### src/rtl/bit_serial_subtractor_pkg.sv
// bit_serial_subtractor_pkg: shared FSM state encoding and default operand width.
package bit_serial_subtractor_pkg;
  localparam int DEF_WIDTH = 8;
  typedef enum logic [1:0] {
    S_IDLE  = 2'd0,
    S_SHIFT = 2'd1,
    S_DONE  = 2'd2
  } state_t;
endpackage

### src/rtl/bit_serial_subtractor_if.sv
// bit_serial_subtractor_if: start/busy/done handshake plus operand and result buses.
interface bit_serial_subtractor_if
  import bit_serial_subtractor_pkg::*;
#(
  parameter int WIDTH = DEF_WIDTH
);
  logic             start;
  logic [WIDTH-1:0] a;
  logic [WIDTH-1:0] b;
  logic             ready;
  logic             busy;
  logic             done;
  logic [WIDTH-1:0] diff;
  logic             borrow;
  modport master (output start, a, b, input ready, busy, done, diff, borrow);
  modport slave (input start, a, b, output ready, busy, done, diff, borrow);
endinterface

### src/rtl/bit_serial_subtractor_half_subtractor_d.sv
// half_subtractor_d: one-bit a - b, the subtracting mirror of half_adder_d.
module half_subtractor_d (
  input  logic i_a,
  input  logic i_b,
  output logic o_diff,
  output logic o_borrow
);
  assign o_diff   = i_a ^ i_b;
  assign o_borrow = ~i_a & i_b;
endmodule

### src/rtl/bit_serial_subtractor.sv
// bit_serial_subtractor: unsigned a - b computed LSB first, one bit per enabled clock.
module bit_serial_subtractor
  import bit_serial_subtractor_pkg::*;
#(
  parameter int WIDTH = DEF_WIDTH
) (
  input logic                   clk,
  input logic                   rst_n,
  input logic                   ena,
  bit_serial_subtractor_if.slave bus
);
  localparam int CW = $clog2(WIDTH);
  localparam logic [CW-1:0] LAST = CW'(WIDTH - 1);
  state_t           r_state;
  logic [WIDTH-1:0] r_a, r_b, r_diff;
  logic [WIDTH-2:0] r_res;
  logic [CW-1:0]    r_cnt;
  logic             r_bin, r_borrow, r_done;
  logic             w_d1, w_b1, w_d, w_b2, w_bout;
  logic [WIDTH-1:0] w_res;
  // two half subtractors plus an OR form the full subtractor for the current bit
  half_subtractor_d u_hs0 (.i_a(r_a[0]), .i_b(r_b[0]), .o_diff(w_d1), .o_borrow(w_b1));
  half_subtractor_d u_hs1 (.i_a(w_d1), .i_b(r_bin), .o_diff(w_d), .o_borrow(w_b2));
  assign w_bout     = w_b1 | w_b2;
  assign w_res      = {w_d, r_res};
  assign bus.busy   = r_state == S_SHIFT;
  assign bus.ready  = r_state != S_SHIFT;
  assign bus.done   = r_done;
  assign bus.diff   = r_diff;
  assign bus.borrow = r_borrow;
  always_ff @(posedge clk) begin
    if (!rst_n) begin
      r_state  <= S_IDLE;
      r_a      <= '0;
      r_b      <= '0;
      r_res    <= '0;
      r_cnt    <= '0;
      r_bin    <= 1'b0;
      r_diff   <= '0;
      r_borrow <= 1'b0;
      r_done   <= 1'b0;
    end else if (ena) begin
      case (r_state)
        S_SHIFT: begin
          r_a   <= r_a >> 1;
          r_b   <= r_b >> 1;
          r_res <= w_res[WIDTH-1:1];
          r_bin <= w_bout;
          r_cnt <= r_cnt + 1'b1;
          if (r_cnt == LAST) begin
            r_diff   <= w_res;
            r_borrow <= w_bout;
            r_done   <= 1'b1;
            r_state  <= S_DONE;
          end
        end
        S_IDLE, S_DONE: begin
          r_done <= 1'b0;
          if (bus.start) begin
            r_a     <= bus.a;
            r_b     <= bus.b;
            r_res   <= '0;
            r_cnt   <= '0;
            r_bin   <= 1'b0;
            r_state <= S_SHIFT;
          end else r_state <= S_IDLE;
        end
        default: r_state <= S_IDLE;
      endcase
    end
  end
endmodule

### src/flat_wrapper.sv
// flat-port wrapper written by rule: the top's interface ports become plain ports
module bit_serial_subtractor_flat import bit_serial_subtractor_pkg::*;
#(
  parameter int WIDTH = DEF_WIDTH
)
  (clk, rst_n, ena, bus_start, bus_a, bus_b, bus_ready, bus_busy, bus_done, bus_diff, bus_borrow);
  bit_serial_subtractor_if #(.WIDTH(WIDTH)) bus_i ();
  input logic clk;
  input logic rst_n;
  input logic ena;
  input wire logic [$bits(bus_i.start)-1:0] bus_start;
  input wire logic [$bits(bus_i.a)-1:0] bus_a;
  input wire logic [$bits(bus_i.b)-1:0] bus_b;
  output wire logic [$bits(bus_i.ready)-1:0] bus_ready;
  output wire logic [$bits(bus_i.busy)-1:0] bus_busy;
  output wire logic [$bits(bus_i.done)-1:0] bus_done;
  output wire logic [$bits(bus_i.diff)-1:0] bus_diff;
  output wire logic [$bits(bus_i.borrow)-1:0] bus_borrow;
  assign bus_i.start = bus_start;
  assign bus_i.a = bus_a;
  assign bus_i.b = bus_b;
  assign bus_ready = bus_i.ready;
  assign bus_busy = bus_i.busy;
  assign bus_done = bus_i.done;
  assign bus_diff = bus_i.diff;
  assign bus_borrow = bus_i.borrow;
  bit_serial_subtractor #(.WIDTH(WIDTH)) u_core (.clk(clk), .rst_n(rst_n), .ena(ena), .bus(bus_i));
endmodule
### config.mk
export PLATFORM = sky130hd
export DESIGN_NAME = bit_serial_subtractor_flat
export DESIGN_NICKNAME = d
export VERILOG_FILES = /design/src/rtl/bit_serial_subtractor_pkg.sv /design/src/rtl/bit_serial_subtractor_if.sv /design/src/rtl/bit_serial_subtractor_half_subtractor_d.sv /design/src/rtl/bit_serial_subtractor.sv /design/src/flat_wrapper.sv
export SDC_FILE = /design/constraint.sdc
export NUM_CORES = 1
export LEC_CHECK = 0
export ABC_AREA = 1
export CAP_MARGIN = 40
export CORE_AREA = 3 3 65 67
export DETAILED_ROUTE_END_ITERATION = 6
export DIE_AREA = 0 0 68 70
export GPL_ROUTABILITY_DRIVEN = 0
export PLACE_DENSITY = 0.76
export SYNTH_ARGS = -nofsm -noshare
export SYNTH_HDL_FRONTEND = slang
export SYNTH_SLANG_ARGS = --single-unit
### constraint.sdc
create_clock -name clk -period 1.7 [get_ports clk]
set_input_delay 0.17 -clock clk [delete_from_list [all_inputs] [get_ports clk]]
set_output_delay 0.17 -clock clk [all_outputs]
set_load 0.005 [all_outputs]
* Word-level counts from Yosys, hierarchy flattened *
Cells that the tools add are included.

storage, ports and cells
  register bits after elaboration = 39
  input port bits = 20
  output and inout port bits = 12
  logic and storage cells = 45

operators by class
  add/subtract/negate cells = 1
  equal/unequal tests = 6
  mux-type cells = 15
  bitwise operators = 7
  reduce and logical (&&, ||, !) cells = 7

operators by type and width
  kind                                                                      number
  8-bit one-hot mux with 2 select lines                                     2
  8-bit two-way mux                                                         2
  7-bit one-hot mux with 2 select lines                                     1
  3-bit AND reduction                                                       3
  7-bit two-way mux                                                         1
  3-bit one-hot mux with 2 select lines                                     1
  2-bit by 1-bit inequality test with 1-bit output (second input constant)  2
  1-bit one-hot mux with 2 select lines                                     2
  2-bit one-hot mux with 2 select lines                                     1
  3-bit by 1-bit adder with 3-bit output (second input constant)            1
  3-bit == test (second input constant)                                     1
  1-bit two-way mux                                                         3
  3-bit two-way mux                                                         1
  1-bit bitwise AND                                                         2
  2-bit by 1-bit == test with 1-bit output (second input constant)          1
  2-bit == test (second input constant)                                     1
  2-bit zero test                                                           1
  2-bit two-way mux                                                         1
  2-bit inequality test (second input constant)                             1
  1-bit NOT                                                                 2
  2-bit AND reduction                                                       1
  2-bit nonzero test                                                        1
  2-bit OR reduction                                                        1
  1-bit bitwise XOR                                                         2
  1-bit OR                                                                  1

* Longest topological paths before layout *
Gate-level depths: netlist of run 1.

  depth in word-level cells = 5
  gate-level depth with buffers = 8
  depth with buffers taken out = 7

* By module *
A second synthesis of run 1 with hierarchy kept.

second synthesis, totals
  cells, all modules = 276
  area total of the unflattened synthesis = 1871.8 um^2

by module, submodules not included
  module                 instances  cells each  area an instance (um^2)  seq. area each (um^2)
  bit_serial_subtractor  1          270         1831.8                   780.7
  half_subtractor_d      2          3           20.0                     0.0

* Worst setup path before layout of run 1 *
Ideal clock, no wire load.

  path kind = flip-flop to flip-flop
  start point = register u_core.r_cnt[0]
  end point = register u_core.r_borrow (netlist: u_core.bus.borrow)
  library setup time = 113 ps
  arrival time = 1169 ps
  data required time = 1587 ps
  setup slack = 419 ps
  stages on the path, launching flop included = 8
  buffers on the path = 1
  period minus slack after synthesis = 1281 ps
  path through = dfxtp_1 -> ha_1 -> ha_1 -> inv_1 -> nor2_8 -> buf_4 -> nor2_1 -> nor2_1

on the way
  cells in the longest elaborated chain, start to end = 2

RTL lines
  element                               line                         RTL
  start: declaration                    bit_serial_subtractor.sv:17  logic [CW-1:0] r_cnt;
  start signal: assignment              bit_serial_subtractor.sv:49  r_cnt <= r_cnt + 1'b1;
  3-bit == test                         bit_serial_subtractor.sv:50  if (r_cnt == LAST) begin
  3-bit AND reduction (no source line)  -
  end signal: assignment                bit_serial_subtractor.sv:52  r_borrow <= w_bout;
  end: declaration                      bit_serial_subtractor.sv:18  logic r_bin, r_borrow, r_done;

Every way passes these cells.
A chain may end at the register's enable or synchronous reset.

* Worst setup path after layout of run 1 *
  start point = register u_core.r_state[0]
  end point = output bus_busy

on the way
  cells in the longest elaborated chain, start to end = 1

RTL lines
  element                                   line                         RTL
  start: declaration                        bit_serial_subtractor.sv:14  state_t r_state;
  start signal: assignment                  bit_serial_subtractor.sv:33  r_state <= S_IDLE;
  start signal: assignment                  bit_serial_subtractor.sv:54  r_state <= S_DONE;
  start signal: assignment                  bit_serial_subtractor.sv:65  r_state <= S_SHIFT;
  2-bit by 1-bit == test with 1-bit output  bit_serial_subtractor.sv:26  assign bus.busy = r_state == S_SHIFT;
  end: declaration                          flat_wrapper.sv:15           output wire logic [$bits(bus_i.busy)-1:0] bus_busy;

Every way passes these cells.

==> results_tabular.tex, run 1 <==
\begin{tabular}{lr}
\hline
Metric & Value \\
\hline
\multicolumn{2}{l}{\textbf{Worst setup path}} \\
\quad Worst r2r dst & u\_core.r\_b[2]\$\_SDFFE\_PN0P\_ \\
\quad Internal reg-to-reg setup slack & 0.22 ns \\
\quad Kind of end point of the critical path & primary output \\
\quad Worst Reg-to-Reg Cells & 7 \\
\quad Startpoint of the worst setup timing path & u\_core.r\_state[0]\$\_SDFFE\_PN0P\_ \\
\quad Arrival time at the worst endpoint & 1.44 ns \\
\quad Worst Path Class, Setup & reg -> out \\
\quad CP max FO & 18 \\
\quad Endpoint required time on the critical path & 1.53 ns \\
\quad Worst r2r src & u\_core.r\_state[0]\$\_SDFFE\_PN0P\_ \\
\quad Cell-by-cell listing of the critical path & inv\_2 -> nor2\_4 -> clkdlybuf4s50\_1 \\
\quad Critical path's slowest cell & sky130\_fd\_sc\_hd\_\_clkdlybuf4s50\_1 \\
\quad Stage delay of the slowest cell on the critical path & 0.51 ns \\
\quad Worst Setup Start Kind & register \\
\multicolumn{2}{l}{\textbf{Clock tree}} \\
\quad Number of buffers added to fix hold violations after cts & 0 \\
\quad Clock-pin slew on the worst setup and hold paths & 0.07 ns \\
\quad Clock insertion delay at the later pin of the skew report & 0.28 ns \\
\quad Post-CTS repair timing setup buffer count & 0 \\
\quad Number of sinks handled by clock tree synthesis & 39 \\
\quad H-tree levels & 2 \\
\quad Clock root buffer master & sky130\_fd\_sc\_hd\_\_clkbuf\_8 \\
\quad Clk buf depth & 2 \\
\quad Clock tree from TritonCTS & done \\
\quad Total CTS buffers & 5 \\
\quad Number of instances resized during post-cts repair & 0 \\
\multicolumn{2}{l}{\textbf{Placed design}} \\
\quad Half-perimeter wire length of the detailed placement result & 2.52 mm \\
\quad Port buffer count & 31 \\
\multicolumn{2}{l}{\textbf{Floorplanning}} \\
\quad Number of core rows & 22 \\
\quad Count of boundary I/O pins & 32 \\
\quad Initial standard-cell utilization of the core & 51.2\% \\
\quad Overall die area & 4760 µm² \\
\quad DIE HEIGHT & 70 µm \\
\quad Core outline area & 3690 µm² \\
\quad Die boundary width & 68 µm \\
\multicolumn{2}{l}{\textbf{STA}} \\
\quad Achievable frequency & 622 MHz \\
\quad Final Skew & 0.00487 ns \\
\quad Setup TNS & 0 ns \\
\quad Worst slew slack as a fraction of its limit & 75.6\% \\
\quad Setup violations, final & 0 \\
\quad Setup repair after global routing missed its margin & no \\
\quad Slew Limit Fails & 0 \\
\quad Worst-Margin Slew & 0.365 ns \\
\quad Fin crit share & 94.6\% \\
\quad Period minus WS final & 1.61 ns \\
\quad Count of endpoints failing hold in the final timing report & 0 \\
\multicolumn{2}{l}{\textbf{Finish}} \\
\quad Area growth from synthesis to layout & 23.3\% \\
\quad Final cell utilization of the core & 63.2\% \\
\quad Diodes inserted & 0 \\
\quad Layout filler cell count & 370 \\
\quad Net count of the finished layout & 343 \\
\quad Share of final-layout standard cells stronger than drive strength 1 & 5.31\% \\
\multicolumn{2}{l}{\textbf{Logic synthesis}} \\
\quad Cell Area, Synth & 1890 µm² \\
\quad Average size of a mapped cell & 6.47 µm² \\
\quad Post-synthesis net count & 315 \\
\quad Top cells by area in the synthesized netlist & sky130\_fd\_sc\_hd\_\_dfxtp\_1, sky130\_fd\_sc\_hd\_\_nand2\_1, sky130\_fd\_sc\_hd\_\_nor2\_1 \\
\quad Seq cells post-synth & 39 \\
\quad YS warnings & 0 \\
\quad Synthesized instance count & 292 \\
\quad Top-area cell type share of the netlist area & 41.3\% \\
\quad Sequential fraction of the synthesis area & 41.3\% \\
\quad Synth unique cells & 19 \\
\quad Biggest area consumer among synthesized cells & sky130\_fd\_sc\_hd\_\_dfxtp\_1 \\
\multicolumn{2}{l}{\textbf{GRT}} \\
\quad Remaining global-route overflow & 0 \\
\quad GRT Total Usage & 17.4\% \\
\quad Via count of the first global-routing pass & 1550 \\
\quad Largest net degree at the start of global routing & 29 \\
\quad First-pass GRT wire length & 6.51 mm \\
\quad Antenna violations before repair & 0 \\
\multicolumn{2}{l}{\textbf{Worst hold path}} \\
\quad Number of cells on the worst hold path & 2 \\
\quad HP Class & reg -> reg \\
\quad Hold Crit Start & u\_core.bus.done\$\_SDFFE\_PN0P\_ \\
\quad End point of the worst hold path & u\_core.bus.done\$\_SDFFE\_PN0P\_ \\
\multicolumn{2}{l}{\textbf{Pwr}} \\
\quad Leakage power & 1.16 nW \\
\quad Total power density per cell area & 840 nW/µm² \\
\quad Maximum VDD drop & 450 µV \\
\multicolumn{2}{l}{\textbf{Route}} \\
\quad Via-to-Cell Ratio & 4.70 \\
\quad Average wire per cell in the routed design & 10.3 µm \\
\quad Detailed-router iteration count before antenna repair & 5 \\
\quad Number of DRC markers after the initial detailed-route iteration & 66 \\
\quad Remaining antenna violation count & 0 \\
\quad Routed Wire Length & 3.77 mm \\
\quad DR DRC count & 0 \\
\quad Via count & 1730 \\
\multicolumn{2}{l}{\textbf{Job}} \\
\quad \# Max-Cap Violations & 0 \\
\multicolumn{2}{l}{\textbf{Outcome}} \\
\quad Status & complete, no violations \\
\hline
\end{tabular}
## layout make-up
cell class                      instances  area (µm²)  area share, %
Clock inverter                          1        5.00          0.215
Sequential cell                        39         781           33.5
Clock buffer                            6        82.6           3.54
Inverter                               30         113           4.83
Timing Repair Buffer                   35         357           15.3
Tap cell                               48        60.1           2.58
Multi-Input combinational cell        209         932           40.0
## cell usage after synthesis
cell	number
sky130_fd_sc_hd__nand2_1	97
sky130_fd_sc_hd__nor2_1	67
sky130_fd_sc_hd__dfxtp_1	39
sky130_fd_sc_hd__inv_1	28
sky130_fd_sc_hd__nand3_1	13
sky130_fd_sc_hd__nand3b_1	13
sky130_fd_sc_hd__a21oi_1	7
sky130_fd_sc_hd__buf_2	6
sky130_fd_sc_hd__clkbuf_1	5
sky130_fd_sc_hd__o21ai_0	5
sky130_fd_sc_hd__buf_1	2
sky130_fd_sc_hd__ha_1	2
sky130_fd_sc_hd__inv_2	2
sky130_fd_sc_hd__buf_4	1
sky130_fd_sc_hd__fa_1	1
sky130_fd_sc_hd__nand2_4	1
sky130_fd_sc_hd__nor2_4	1
sky130_fd_sc_hd__nor2_8	1
sky130_fd_sc_hd__or2_2	1
## sequential cells by signal, summed over array words and instances (netlist names)
signal	flops
u_core.bus.borrow	1
u_core.bus.diff	8
u_core.bus.done	1
u_core.r_a	8
u_core.r_b	8
u_core.r_bin	1
u_core.r_cnt	3
u_core.r_res	7
u_core.r_state	2
## cells by family after synthesis
| group | synth area share, % |
|---|---|
| flops | 41.3 |
| compound gates | 3.18 |
| fa+ha+maj | 2.38 |
| buf+inv | 9.34 |
| simple gates | 43.8 |
## through the flow
step	hold WS, ns	instances	setup slack (ns)	instance area, µm²	power (mW)
6_report	0.462	368	0.0916	2330	1.96
5_1_grt	0.472	368	0.0124	2330	2.06
4_1_cts	0.465	368	0.0413	2330	1.97
3_5_place_dp	0.453	361	0.106	2240	1.35
3_3_place_gp	0.455	361	0.167	2240	1.34
2_1_floorplan	0.346	292	0.419	1890	1.24
## critical path: cells and delay by family, from the launching register on
family,cells,cell delay [ns]
AND/OR/NAND/NOR,1,0.14
flip-flops,1,0.36
buffers and inverters,2,0.66
## worst max path at each step
stage / to / slack (ns) / depth (start not counted)
after floorplan: u_core.bus.borrow$_SDFFE_PN0P_ / 0.42 / 7
after global placement: u_core.r_res[3]$_SDFFE_PN0P_ / 0.17 / 6
after detailed placement: u_core.r_a[6]$_SDFFE_PN0P_ / 0.11 / 6
after CTS: bus_ready / 0.04 / 3
after global routing: bus_busy / 0.01 / 3
final: bus_busy / 0.09 / 3
## report_power, final
part | internal, mW | leakage [nW] | switching (mW)
logic | 0.150 | 0.798 | 0.186
clock network | 0.318 | 0.0470 | 0.310
registers | 0.968 | 0.319 | 0.0247
## routing by layer
| layer | vias to the layer above | wire (µm) | GRT usage (%) |
|---|---|---|---|
| met5 | - | 0 | 0 |
| met4 | 0 | 20 | 4.64 |
| met3 | 2 | 180 | 5.31 |
| met2 | 29 | 1860 | 29.2 |
| met1 | 768 | 1710 | 20.9 |
| li1 | 931 | - | - |
## placed cells by master, fill, tap and decap left out, types with 2 or more instances in the layout
master | synthesis | routed
sky130_fd_sc_hd__ha_1 | 2 | 2
sky130_fd_sc_hd__clkbuf_8 | 0 | 6
sky130_fd_sc_hd__clkdlybuf4s50_1 | 0 | 31
sky130_fd_sc_hd__nand2_1 | 97 | 97
sky130_fd_sc_hd__inv_2 | 2 | 2
sky130_fd_sc_hd__o21ai_0 | 5 | 5
sky130_fd_sc_hd__nor2_1 | 67 | 67
sky130_fd_sc_hd__nand3b_1 | 13 | 13
sky130_fd_sc_hd__dfxtp_1 | 39 | 39
sky130_fd_sc_hd__a21oi_1 | 7 | 7
sky130_fd_sc_hd__inv_1 | 28 | 28
sky130_fd_sc_hd__nand3_1 | 13 | 13
sky130_fd_sc_hd__buf_4 | 1 | 2
(Power assumes the default switching activity.)
==> run 2, diff against run 1 <==
ABC_AREA = unset   (was 1)
CELL_PAD_IN_SITES_DETAIL_PLACEMENT = 0   (was unset)
CELL_PAD_IN_SITES_GLOBAL_PLACEMENT = 1   (was unset)
CORE_AREA = 3 3 72 74   (was 3 3 65 67)
DIE_AREA = 0 0 75 77   (was 0 0 68 70)
PLACE_DENSITY = 0.88   (was 0.76)
==> run 2 against run 1 <==
Sequential share of layout area rose by 1.4 points; wire length fell by 3.5%; clock power fell by 11%; clock skew fell by 0.0015 ns; register-to-register slack got worse by 0.08 ns; fmax rose by 0.10%; global-route usage fell by 3.8 points; utilization fell by 15 points; cell count fell by 29%; combinational power fell by 19%; via count fell by 18%; first-iteration DRC count fell by 7.6%.
==> results_tabular.tex, run 2 <==
\begin{tabular}{lr}
\hline
Metric & Value \\
\hline
\multicolumn{2}{l}{\textbf{Route}} \\
\quad Detailed-router iteration count before antenna repair & 4 (was 5) \\
\quad Routed Wire Length & 3.64 mm (was 3.77 mm) \\
\quad Number of DRC markers after the initial detailed-route iteration & 61 (was 66) \\
\quad DR DRC count & 0 (unchanged) \\
\quad Via count & 1423 (was 1730) \\
\quad Average wire per cell in the routed design & 13.9 µm (was 10.3 µm) \\
\quad Via-to-Cell Ratio & 5.43 (was 4.70) \\
\quad Remaining antenna violation count & 0 (unchanged) \\
\multicolumn{2}{l}{\textbf{STA}} \\
\quad Worst slew slack as a fraction of its limit & 74.2\% (was 75.6\%) \\
\quad Final Skew & 0.00332 ns (was 0.00487 ns) \\
\quad Slew Limit Fails & 0 (unchanged) \\
\quad Fin crit share & 94.5\% (was 94.6\%) \\
\quad Achievable frequency & 622 MHz (about the same) \\
\quad Setup violations, final & 0 (unchanged) \\
\quad Setup TNS & 0 ns (unchanged) \\
\quad Worst-Margin Slew & 0.386 ns (was 0.365 ns) \\
\quad Period minus WS final & 1.61 ns (about the same) \\
\quad Setup repair after global routing missed its margin & no (unchanged) \\
\quad Count of endpoints failing hold in the final timing report & 0 (unchanged) \\
\multicolumn{2}{l}{\textbf{Worst setup path}} \\
\quad Worst Path Class, Setup & reg -> out (unchanged) \\
\quad Cell-by-cell listing of the critical path & and2b\_4 -> clkdlybuf4s50\_1 (was inv\_2 -> nor2\_4 -> clkdlybuf4s50\_1) \\
\quad Worst r2r dst & u\_core.bus.borrow\$\_SDFFE\_PN0P\_ (was u\_core.r\_b[2]\$\_SDFFE\_PN0P\_) \\
\quad CP max FO & 6 (was 18) \\
\quad Crit path max-delay family & buffers and inverters (unchanged) \\
\quad Worst Reg-to-Reg Cells & 5 (was 7) \\
\quad Kind of end point of the critical path & primary output (unchanged) \\
\quad Worst Setup Start Kind & register (unchanged) \\
\quad Arrival time at the worst endpoint & 1.44 ns (about the same) \\
\quad Internal reg-to-reg setup slack & 0.14 ns (was 0.22 ns) \\
\quad Critical path's slowest cell & sky130\_fd\_sc\_hd\_\_clkdlybuf4s50\_1 (unchanged) \\
\quad Total number of cells along the worst setup path & 2 (was 3) \\
\quad Stage delay of the slowest cell on the critical path & 0.51 ns (about the same) \\
\quad Endpoint required time on the critical path & 1.53 ns (about the same) \\
\quad Worst r2r src & u\_core.r\_cnt[0]\$\_SDFFE\_PN0P\_ (was u\_core.r\_state[0]\$\_SDFFE\_PN0P\_) \\
\quad Count of buffer and inverter cells on the critical path & 1 (was 2) \\
\multicolumn{2}{l}{\textbf{GRT}} \\
\quad Remaining global-route overflow & 0 (unchanged) \\
\quad First-pass GRT wire length & 6.21 mm (was 6.51 mm) \\
\quad Via count of the first global-routing pass & 1400 (was 1550) \\
\quad Antenna violations before repair & 0 (unchanged) \\
\quad Largest net degree at the start of global routing & 28 (was 29) \\
\quad GRT Total Usage & 13.6\% (was 17.4\%) \\
\multicolumn{2}{l}{\textbf{Logic synthesis}} \\
\quad Most instantiated library cell after synthesis & sky130\_fd\_sc\_hd\_\_dfxtp\_1 (was sky130\_fd\_sc\_hd\_\_nand2\_1) \\
\quad Most used flip-flop cell after synthesis & sky130\_fd\_sc\_hd\_\_dfxtp\_1 (unchanged) \\
\quad Post-synthesis net count & 204 (was 315) \\
\quad Number of enable flip-flop cells after synthesis & 0 (unchanged) \\
\quad YS warnings & 0 (unchanged) \\
\quad Cell Area, Synth & 1800 µm² (was 1890 µm²) \\
\quad Top-area cell type share of the netlist area & 43.4\% (was 41.3\%) \\
\quad Synth unique cells & 30 (was 19) \\
\quad Biggest area consumer among synthesized cells & sky130\_fd\_sc\_hd\_\_dfxtp\_1 (unchanged) \\
\quad Sequential fraction of the synthesis area & 43.4\% (was 41.3\%) \\
\quad Top cells by instance count after synthesis & sky130\_fd\_sc\_hd\_\_dfxtp\_1, sky130\_fd\_sc\_hd\_\_nand2\_1, sky130\_fd\_sc\_hd\_\_mux2i\_1, sky130\_fd\_sc\_hd\_\_o211a\_1, sky130\_fd\_sc\_hd\_\_o211ai\_1 (was sky130\_fd\_sc\_hd\_\_nand2\_1, sky130\_fd\_sc\_hd\_\_nor2\_1, sky130\_fd\_sc\_hd\_\_dfxtp\_1, sky130\_fd\_sc\_hd\_\_inv\_1) \\
\quad Seq cells post-synth & 39 (unchanged) \\
\quad Synthesized instance count & 181 (was 292) \\
\quad Average size of a mapped cell & 9.95 µm² (was 6.47 µm²) \\
\quad Proportion of register bits with asynchronous set or reset after synthesis & 0\% (unchanged) \\
\quad Top cells by area in the synthesized netlist & sky130\_fd\_sc\_hd\_\_dfxtp\_1, sky130\_fd\_sc\_hd\_\_mux2i\_1, sky130\_fd\_sc\_hd\_\_o211a\_1 (was sky130\_fd\_sc\_hd\_\_dfxtp\_1, sky130\_fd\_sc\_hd\_\_nand2\_1, sky130\_fd\_sc\_hd\_\_nor2\_1) \\
\multicolumn{2}{l}{\textbf{Placed design}} \\
\quad Port buffer count & 31 (unchanged) \\
\quad Half-perimeter wire length of the detailed placement result & 2.44 mm (was 2.52 mm) \\
\quad Post-placement cell count & 256 (was 361) \\
\multicolumn{2}{l}{\textbf{Floorplanning}} \\
\quad Die boundary width & 75 µm (was 68 µm) \\
\quad Overall die area & 5780 µm² (was 4760 µm²) \\
\quad DIE HEIGHT & 77 µm (was 70 µm) \\
\quad Count of boundary I/O pins & 32 (unchanged) \\
\quad Initial standard-cell utilization of the core & 38.6\% (was 51.2\%) \\
\quad Core outline area & 4660 µm² (was 3690 µm²) \\
\quad Number of core rows & 25 (was 22) \\
\multicolumn{2}{l}{\textbf{Finish}} \\
\quad Commonest non-fill, non-tap cell in the layout & sky130\_fd\_sc\_hd\_\_dfxtp\_1 (was sky130\_fd\_sc\_hd\_\_nand2\_1) \\
\quad Net count of the finished layout & 232 (was 343) \\
\quad Commonest non-fill, non-tap cells in the layout & sky130\_fd\_sc\_hd\_\_dfxtp\_1, sky130\_fd\_sc\_hd\_\_clkdlybuf4s50\_1, sky130\_fd\_sc\_hd\_\_nand2\_1 (was sky130\_fd\_sc\_hd\_\_nand2\_1, sky130\_fd\_sc\_hd\_\_nor2\_1, sky130\_fd\_sc\_hd\_\_dfxtp\_1) \\
\quad Area growth from synthesis to layout & 24.3\% (was 23.3\%) \\
\quad Diodes inserted & 0 (unchanged) \\
\quad Share of final-layout standard cells stronger than drive strength 1 & 9.13\% (was 5.31\%) \\
\quad Finished Layout Cells & 262 (was 368) \\
\quad Layout filler cell count & 447 (was 370) \\
\multicolumn{2}{l}{\textbf{Clock tree}} \\
\quad Total CTS buffers & 5 (unchanged) \\
\quad Clk buf depth & 2 (unchanged) \\
\quad Number of sinks handled by clock tree synthesis & 39 (unchanged) \\
\quad Clock root buffer master & sky130\_fd\_sc\_hd\_\_clkbuf\_8 (unchanged) \\
\quad Clock insertion delay at the later pin of the skew report & 0.28 ns (about the same) \\
\quad Clock tree from TritonCTS & done (unchanged) \\
\quad H-tree levels & 2 (unchanged) \\
\quad Clock-pin slew on the worst setup and hold paths & 0.07 ns (about the same) \\
\quad Number of buffers added to fix hold violations after cts & 0 (unchanged) \\
\multicolumn{2}{l}{\textbf{Worst hold path}} \\
\quad Hold Crit Start & u\_core.bus.diff[1]\$\_SDFFE\_PN0P\_ (was u\_core.bus.done\$\_SDFFE\_PN0P\_) \\
\quad Number of cells on the worst hold path & 2 (unchanged) \\
\quad End point of the worst hold path & u\_core.bus.diff[1]\$\_SDFFE\_PN0P\_ (was u\_core.bus.done\$\_SDFFE\_PN0P\_) \\
\quad HP Class & reg -> reg (unchanged) \\
\multicolumn{2}{l}{\textbf{Pwr}} \\
\quad Leakage power & 0.934 nW (was 1.16 nW) \\
\quad Total power density per cell area & 805 nW/µm² (was 840 nW/µm²) \\
\quad Maximum VDD drop & 416 µV (was 450 µV) \\
\multicolumn{2}{l}{\textbf{Outcome}} \\
\quad Status & complete, no violations (unchanged) \\
\multicolumn{2}{l}{\textbf{Job}} \\
\quad \# Max-Cap Violations & 0 (unchanged) \\
\hline
\end{tabular}
run 2: cell types whose count changed after synthesis, sizes merged, moves of 4 or more:
cell / delta
a21boi: +8
clkbuf: +4
a21oi: -6
mux2i: +22
o211a: +15
inv: -25
o211ai: +14
nor2: -68
nand3b: -11
nand3: -6
nand2: -71
run 2: cell type report:
cell class | instances | area [µm²] | share of cell area (%)
sequential | 39 | 782 | 34.9
tap | 54 | 67.6 | 3.02
multi-input combinational | 118 | 882 | 39.4
inverter | 5 | 18.8 | 0.838
clock buffer | 6 | 72.6 | 3.24
timing repair buffer | 40 | 415 | 18.6
run 2: cell families after synthesis:
group | share of synthesized area, %
flip-flops | 43.4
adder cells (fa/ha/maj) | 2.50
AO/OA/AOI/OAI | 22.2
buffers and inverters | 7.78
AND/OR/NAND/NOR | 12.0
multiplexers | 12.2
run 2: through the flow:
stage	utilization, %	worst slack (ns)	hold WS, ns	instance area [µm²]	power, mW
4_1_cts	48.0	0.0415	0.456	2240	1.82
3_3_place_gp	46.4	0.105	0.445	2160	1.26
2_1_floorplan	-	0.322	0.337	1800	1.17
3_5_place_dp	46.4	0.144	0.447	2160	1.26
5_1_grt	48.0	0.0356	0.469	2240	1.88
6_report	48.0	0.0932	0.452	2240	1.80
run 2: power breakdown:
part	internal [mW]	switching (mW)	total, mW
clock network	0.273	0.286	0.559
logic	0.148	0.124	0.272
registers	0.950	0.0201	0.970
total	1.37	0.430	1.80
run 2: worst min-delay path, stage by stage (launching register included):
cell	delay, ns
sky130_fd_sc_hd__dfxtp_1	0.31
sky130_fd_sc_hd__nand2_1	0.05
sky130_fd_sc_hd__a21boi_1	0.05
run 2: repair_timing:
item / 4_1_cts / 5_1_grt
setup buffers: 0 / 0
resized for setup: 2 / 1
endpoints found under the setup margin: 2 / 1
run 2: metal layers:
layer  global-route usage [%]  wire [µm]
met5                        0          0
met4                     4.80         46
met3                     4.06        137
met2                     21.3       1680
met1                     17.4       1780
run 2: worst max-delay path by stage:
stage / endpoint / slack [ns] / from
floorplan: u_core.bus.borrow$_SDFFE_PN0P_ / 0.32 / u_core.r_cnt[0]$_SDFFE_PN0P_
global placement: u_core.bus.borrow$_SDFFE_PN0P_ / 0.10 / u_core.r_cnt[0]$_SDFFE_PN0P_
detailed placement: u_core.bus.borrow$_SDFFE_PN0P_ / 0.14 / u_core.r_cnt[0]$_SDFFE_PN0P_
CTS: bus_ready / 0.04 / u_core.r_state[1]$_SDFFE_PN0P_
global route: bus_busy / 0.04 / u_core.r_state[1]$_SDFFE_PN0P_
finish: bus_busy / 0.09 / u_core.r_state[1]$_SDFFE_PN0P_
==> run 3, diff against run 2 <==
CORE_AREA = 3 3 73 75   (was 3 3 72 74)
CTS_BUF_LIST = sky130_fd_sc_hd__clkbuf_8 sky130_fd_sc_hd__clkbuf_16   (was unset)
DIE_AREA = 0 0 76 78   (was 0 0 75 77)
PLACE_DENSITY = 0.87   (was 0.88)
SYNTH_HIERARCHICAL = 1   (was unset)
==> run 3 against run 2 <==
Clock skew increased by 0.0033 ns; flip-flop and latch count is the same; hold slack improved by 0.0091 ns; via count rose by 0.28%; global-route usage decreased by 0.73 points; critical path type unchanged; synthesized cell count up 4.4%; highest routed layer unchanged; largest cell class unchanged.
==> results_tabular.tex, run 3 <==
\begin{tabular}{lr}
\hline
Metric & Value \\
\hline
\multicolumn{2}{l}{\textbf{STA}} \\
\quad Worst-Margin Slew & 0.398 ns (was 0.386 ns) \\
\quad Fin crit share & 97.1\% (was 94.5\%) \\
\quad Period minus WS final & 1.65 ns (was 1.61 ns) \\
\quad Count of endpoints failing hold in the final timing report & 0 (unchanged) \\
\quad Achievable frequency & 606 MHz (was 622 MHz) \\
\quad Slew Limit Fails & 0 (unchanged) \\
\quad Final Skew & 0.00660 ns (was 0.00332 ns) \\
\quad Setup repair after global routing missed its margin & yes (was no) \\
\quad Worst slew slack as a fraction of its limit & 73.4\% (was 74.2\%) \\
\quad Setup TNS & 0 ns (unchanged) \\
\quad Setup violations, final & 0 (unchanged) \\
\quad Smallest setup slack after layout & 0.0496 ns (was 0.0932 ns) \\
\multicolumn{2}{l}{\textbf{GRT}} \\
\quad GRT Total Usage & 12.8\% (was 13.6\%) \\
\quad Largest net degree at the start of global routing & 53 (was 28) \\
\quad Antenna violations before repair & 0 (unchanged) \\
\quad Remaining global-route overflow & 0 (unchanged) \\
\quad Via count of the first global-routing pass & 1308 (was 1400) \\
\quad First-pass GRT wire length & 6.20 mm (was 6.21 mm) \\
\multicolumn{2}{l}{\textbf{Finish}} \\
\quad Net count of the finished layout & 241 (was 232) \\
\quad Diodes inserted & 0 (unchanged) \\
\quad Finished Layout Cells & 285 (was 262) \\
\quad Layout filler cell count & 443 (was 447) \\
\quad Cell area after layout & 2300 µm² (was 2240 µm²) \\
\quad Commonest non-fill, non-tap cell in the layout & sky130\_fd\_sc\_hd\_\_dfxtp\_1 (unchanged) \\
\quad Commonest non-fill, non-tap cells in the layout & sky130\_fd\_sc\_hd\_\_dfxtp\_1, sky130\_fd\_sc\_hd\_\_nand2\_1, sky130\_fd\_sc\_hd\_\_clkdlybuf4s50\_1 (was sky130\_fd\_sc\_hd\_\_dfxtp\_1, sky130\_fd\_sc\_hd\_\_clkdlybuf4s50\_1, sky130\_fd\_sc\_hd\_\_nand2\_1) \\
\quad Area growth from synthesis to layout & 27.2\% (was 24.3\%) \\
\quad Share of final-layout standard cells stronger than drive strength 1 & 8.26\% (was 9.13\%) \\
\multicolumn{2}{l}{\textbf{Logic synthesis}} \\
\quad Post-synthesis net count & 213 (was 204) \\
\quad Synth unique cells & 24 (was 30) \\
\quad Top cells by instance count after synthesis & sky130\_fd\_sc\_hd\_\_dfxtp\_1, sky130\_fd\_sc\_hd\_\_nand2\_1, sky130\_fd\_sc\_hd\_\_mux2i\_1, sky130\_fd\_sc\_hd\_\_o211ai\_1, sky130\_fd\_sc\_hd\_\_o211a\_1 (was sky130\_fd\_sc\_hd\_\_dfxtp\_1, sky130\_fd\_sc\_hd\_\_nand2\_1, sky130\_fd\_sc\_hd\_\_mux2i\_1, sky130\_fd\_sc\_hd\_\_o211a\_1, sky130\_fd\_sc\_hd\_\_o211ai\_1) \\
\quad Average size of a mapped cell & 9.58 µm² (was 9.95 µm²) \\
\quad Top-area cell type share of the netlist area & 43.1\% (was 43.4\%) \\
\quad Most instantiated library cell after synthesis & sky130\_fd\_sc\_hd\_\_dfxtp\_1 (unchanged) \\
\quad Biggest area consumer among synthesized cells & sky130\_fd\_sc\_hd\_\_dfxtp\_1 (unchanged) \\
\quad Sequential fraction of the synthesis area & 43.1\% (was 43.4\%) \\
\quad Seq cells post-synth & 39 (unchanged) \\
\quad Cell Area, Synth & 1810 µm² (was 1800 µm²) \\
\quad Proportion of register bits with asynchronous set or reset after synthesis & 0\% (unchanged) \\
\quad Top cells by area in the synthesized netlist & sky130\_fd\_sc\_hd\_\_dfxtp\_1, sky130\_fd\_sc\_hd\_\_mux2i\_1, sky130\_fd\_sc\_hd\_\_o211a\_1 (unchanged) \\
\quad YS warnings & 6 (was 0) \\
\quad Most used flip-flop cell after synthesis & sky130\_fd\_sc\_hd\_\_dfxtp\_1 (unchanged) \\
\quad Number of enable flip-flop cells after synthesis & 0 (unchanged) \\
\quad Synthesized instance count & 189 (was 181) \\
\multicolumn{2}{l}{\textbf{Clock tree}} \\
\quad H-tree levels & 2 (unchanged) \\
\quad Clock tree from TritonCTS & done (unchanged) \\
\quad Clock-pin slew on the worst setup and hold paths & 0.08 ns (was 0.07 ns) \\
\quad Number of buffers added to fix hold violations after cts & 0 (unchanged) \\
\quad Post-CTS repair timing setup buffer count & 0 (unchanged) \\
\quad Clock root buffer master & sky130\_fd\_sc\_hd\_\_clkbuf\_8 (unchanged) \\
\quad Clock insertion delay at the later pin of the skew report & 0.29 ns (was 0.28 ns) \\
\quad Number of sinks handled by clock tree synthesis & 39 (unchanged) \\
\quad Total CTS buffers & 5 (unchanged) \\
\quad Clk buf depth & 2 (unchanged) \\
\multicolumn{2}{l}{\textbf{Placed design}} \\
\quad Half-perimeter wire length of the detailed placement result & 2.39 mm (was 2.44 mm) \\
\quad Placed standard-cell area & 2180 µm² (was 2160 µm²) \\
\quad Placement-stage worst setup slack & 0.145 ns (was 0.144 ns) \\
\quad Port buffer count & 31 (unchanged) \\
\quad Post-placement cell count & 277 (was 256) \\
\multicolumn{2}{l}{\textbf{Route}} \\
\quad Detailed-router iteration count before antenna repair & 4 (unchanged) \\
\quad Average wire per cell in the routed design & 12.8 µm (was 13.9 µm) \\
\quad Routed Wire Length & 3.65 mm (was 3.64 mm) \\
\quad DR DRC count & 0 (unchanged) \\
\quad Remaining antenna violation count & 0 (unchanged) \\
\quad Number of DRC markers after the initial detailed-route iteration & 75 (was 61) \\
\quad Via-to-Cell Ratio & 5.01 (was 5.43) \\
\quad Via count & 1427 (was 1423) \\
\multicolumn{2}{l}{\textbf{Worst hold path}} \\
\quad End point of the worst hold path & u\_core/bus.diff[4]\$\_SDFFE\_PN0P\_ (was u\_core.bus.diff[1]\$\_SDFFE\_PN0P\_) \\
\quad Number of cells on the worst hold path & 2 (unchanged) \\
\quad HP Class & reg -> reg (unchanged) \\
\quad Hold Crit Start & u\_core/bus.diff[4]\$\_SDFFE\_PN0P\_ (was u\_core.bus.diff[1]\$\_SDFFE\_PN0P\_) \\
\multicolumn{2}{l}{\textbf{Floorplanning}} \\
\quad Overall die area & 5930 µm² (was 5780 µm²) \\
\quad DIE HEIGHT & 78 µm (was 77 µm) \\
\quad Initial standard-cell utilization of the core & 38.3\% (was 38.6\%) \\
\quad Number of core rows & 25 (unchanged) \\
\quad Core outline area & 4720 µm² (was 4660 µm²) \\
\quad Count of boundary I/O pins & 32 (unchanged) \\
\quad Die boundary width & 76 µm (was 75 µm) \\
\multicolumn{2}{l}{\textbf{Pwr}} \\
\quad Total power density per cell area & 878 nW/µm² (was 805 nW/µm²) \\
\quad Total power draw & 2.02 mW (was 1.80 mW) \\
\quad Leakage power & 0.954 nW (was 0.934 nW) \\
\quad Maximum VDD drop & 428 µV (was 416 µV) \\
\multicolumn{2}{l}{\textbf{Worst setup path}} \\
\quad Kind of end point of the critical path & primary output (unchanged) \\
\quad Worst Setup Start Kind & register (unchanged) \\
\quad Critical path's slowest cell & sky130\_fd\_sc\_hd\_\_clkdlybuf4s50\_1 (unchanged) \\
\quad Endpoint required time on the critical path & 1.53 ns (about the same) \\
\quad Internal reg-to-reg setup slack & 0.14 ns (about the same) \\
\quad Arrival time at the worst endpoint & 1.48 ns (was 1.44 ns) \\
\quad Worst r2r src & u\_core/r\_state[0]\$\_SDFFE\_PN0P\_ (was u\_core.r\_cnt[0]\$\_SDFFE\_PN0P\_) \\
\quad Worst r2r dst & u\_core/r\_a[1]\$\_SDFFE\_PN0P\_ (was u\_core.bus.borrow\$\_SDFFE\_PN0P\_) \\
\quad CP max FO & 5 (was 6) \\
\quad Cell-by-cell listing of the critical path & nor2b\_2 -> clkdlybuf4s50\_1 (was and2b\_4 -> clkdlybuf4s50\_1) \\
\quad Worst Path Class, Setup & reg -> out (unchanged) \\
\quad Stage delay of the slowest cell on the critical path & 0.57 ns (was 0.51 ns) \\
\quad Worst Reg-to-Reg Cells & 5 (unchanged) \\
\multicolumn{2}{l}{\textbf{Outcome}} \\
\quad Status & complete, no violations (unchanged) \\
\multicolumn{2}{l}{\textbf{Job}} \\
\quad \# Max-Cap Violations & 0 (unchanged) \\
\hline
\end{tabular}
## run 3: changes by cell type after synthesis, sizes merged, moves of 2 or more
| cell | before | now |
|---|---|---|
| nand2 | 27 | 33 |
| a32o | 3 | 0 |
| mux2i | 22 | 25 |
| a21boi | 8 | 10 |
| ha | 2 | 4 |
| nand3 | 7 | 9 |
## run 3: logic make-up after synthesis
family                     synth area share, %
buffers and inverters                     7.53
AOI/OAI and AO/OA                         20.0
DFF                                       43.1
muxes                                     13.8
adders and majority gates                 2.76
and+or+nand+nor                           12.7
## run 3: metrics by stage
step	hold WS, ns	utilization, %
after global placement	0.447	46.2
after detailed placement	0.456	46.2
after global routing	0.477	48.8
final	0.461	48.8
after CTS	0.456	48.8
after floorplan	0.320	-
## run 3: cell type report
class	count	area, µm²	area share (%)
Timing Repair Buffer	40	403	17.5
Multi-Input combinational cell	125	896	38.9
Inverter	6	22.5	0.978
Tap cell	67	83.8	3.64
Sequential cell	39	781	33.9
Clock inverter	2	35.0	1.52
Clock buffer	6	82.6	3.59
## run 3: worst max-delay path by stage
stage	startpoint	to	slack [ns]
6_report	u_core/r_state[0]$_SDFFE_PN0P_	bus_busy	0.05
5_1_grt	u_core/r_state[0]$_SDFFE_PN0P_	bus_busy	-0.03
4_1_cts	u_core/r_state[0]$_SDFFE_PN0P_	bus_busy	0.03
3_5_place_dp	ena	u_core/bus.borrow$_SDFFE_PN0P_	0.14
3_3_place_gp	ena	u_core/bus.borrow$_SDFFE_PN0P_	0.16
2_1_floorplan	u_core/r_cnt[0]$_SDFFE_PN0P_	u_core/bus.borrow$_SDFFE_PN0P_	0.35
## run 3: power breakdown
| group | internal, mW | switching, mW |
|---|---|---|
| clock | 0.475 | 0.318 |
| sequential | 0.948 | 0.0183 |
| combinational | 0.139 | 0.125 |
## run 3: metal layers
layer	track usage [%]	vias up	share of wire (%)
met5	0	-	0
met3	3.94	2	3.7
li1	-	723	-
met2	20.9	26	47
met4	4.89	0	0.66
met1	16.0	676	48
## run 3: what timing repair did
action                                 in CTS  in global routing
endpoints found under the hold margin       0                  0
resized for setup                           1                  0
pin swaps                                   0                  0
setup endpoints to repair                   2                  2
## run 3: worst max-delay path, delay by kind of cell, from the launching register on
family        cells  cell delay [ns]
flops             1             0.33
buf+inv           1             0.57
simple gates      1             0.30
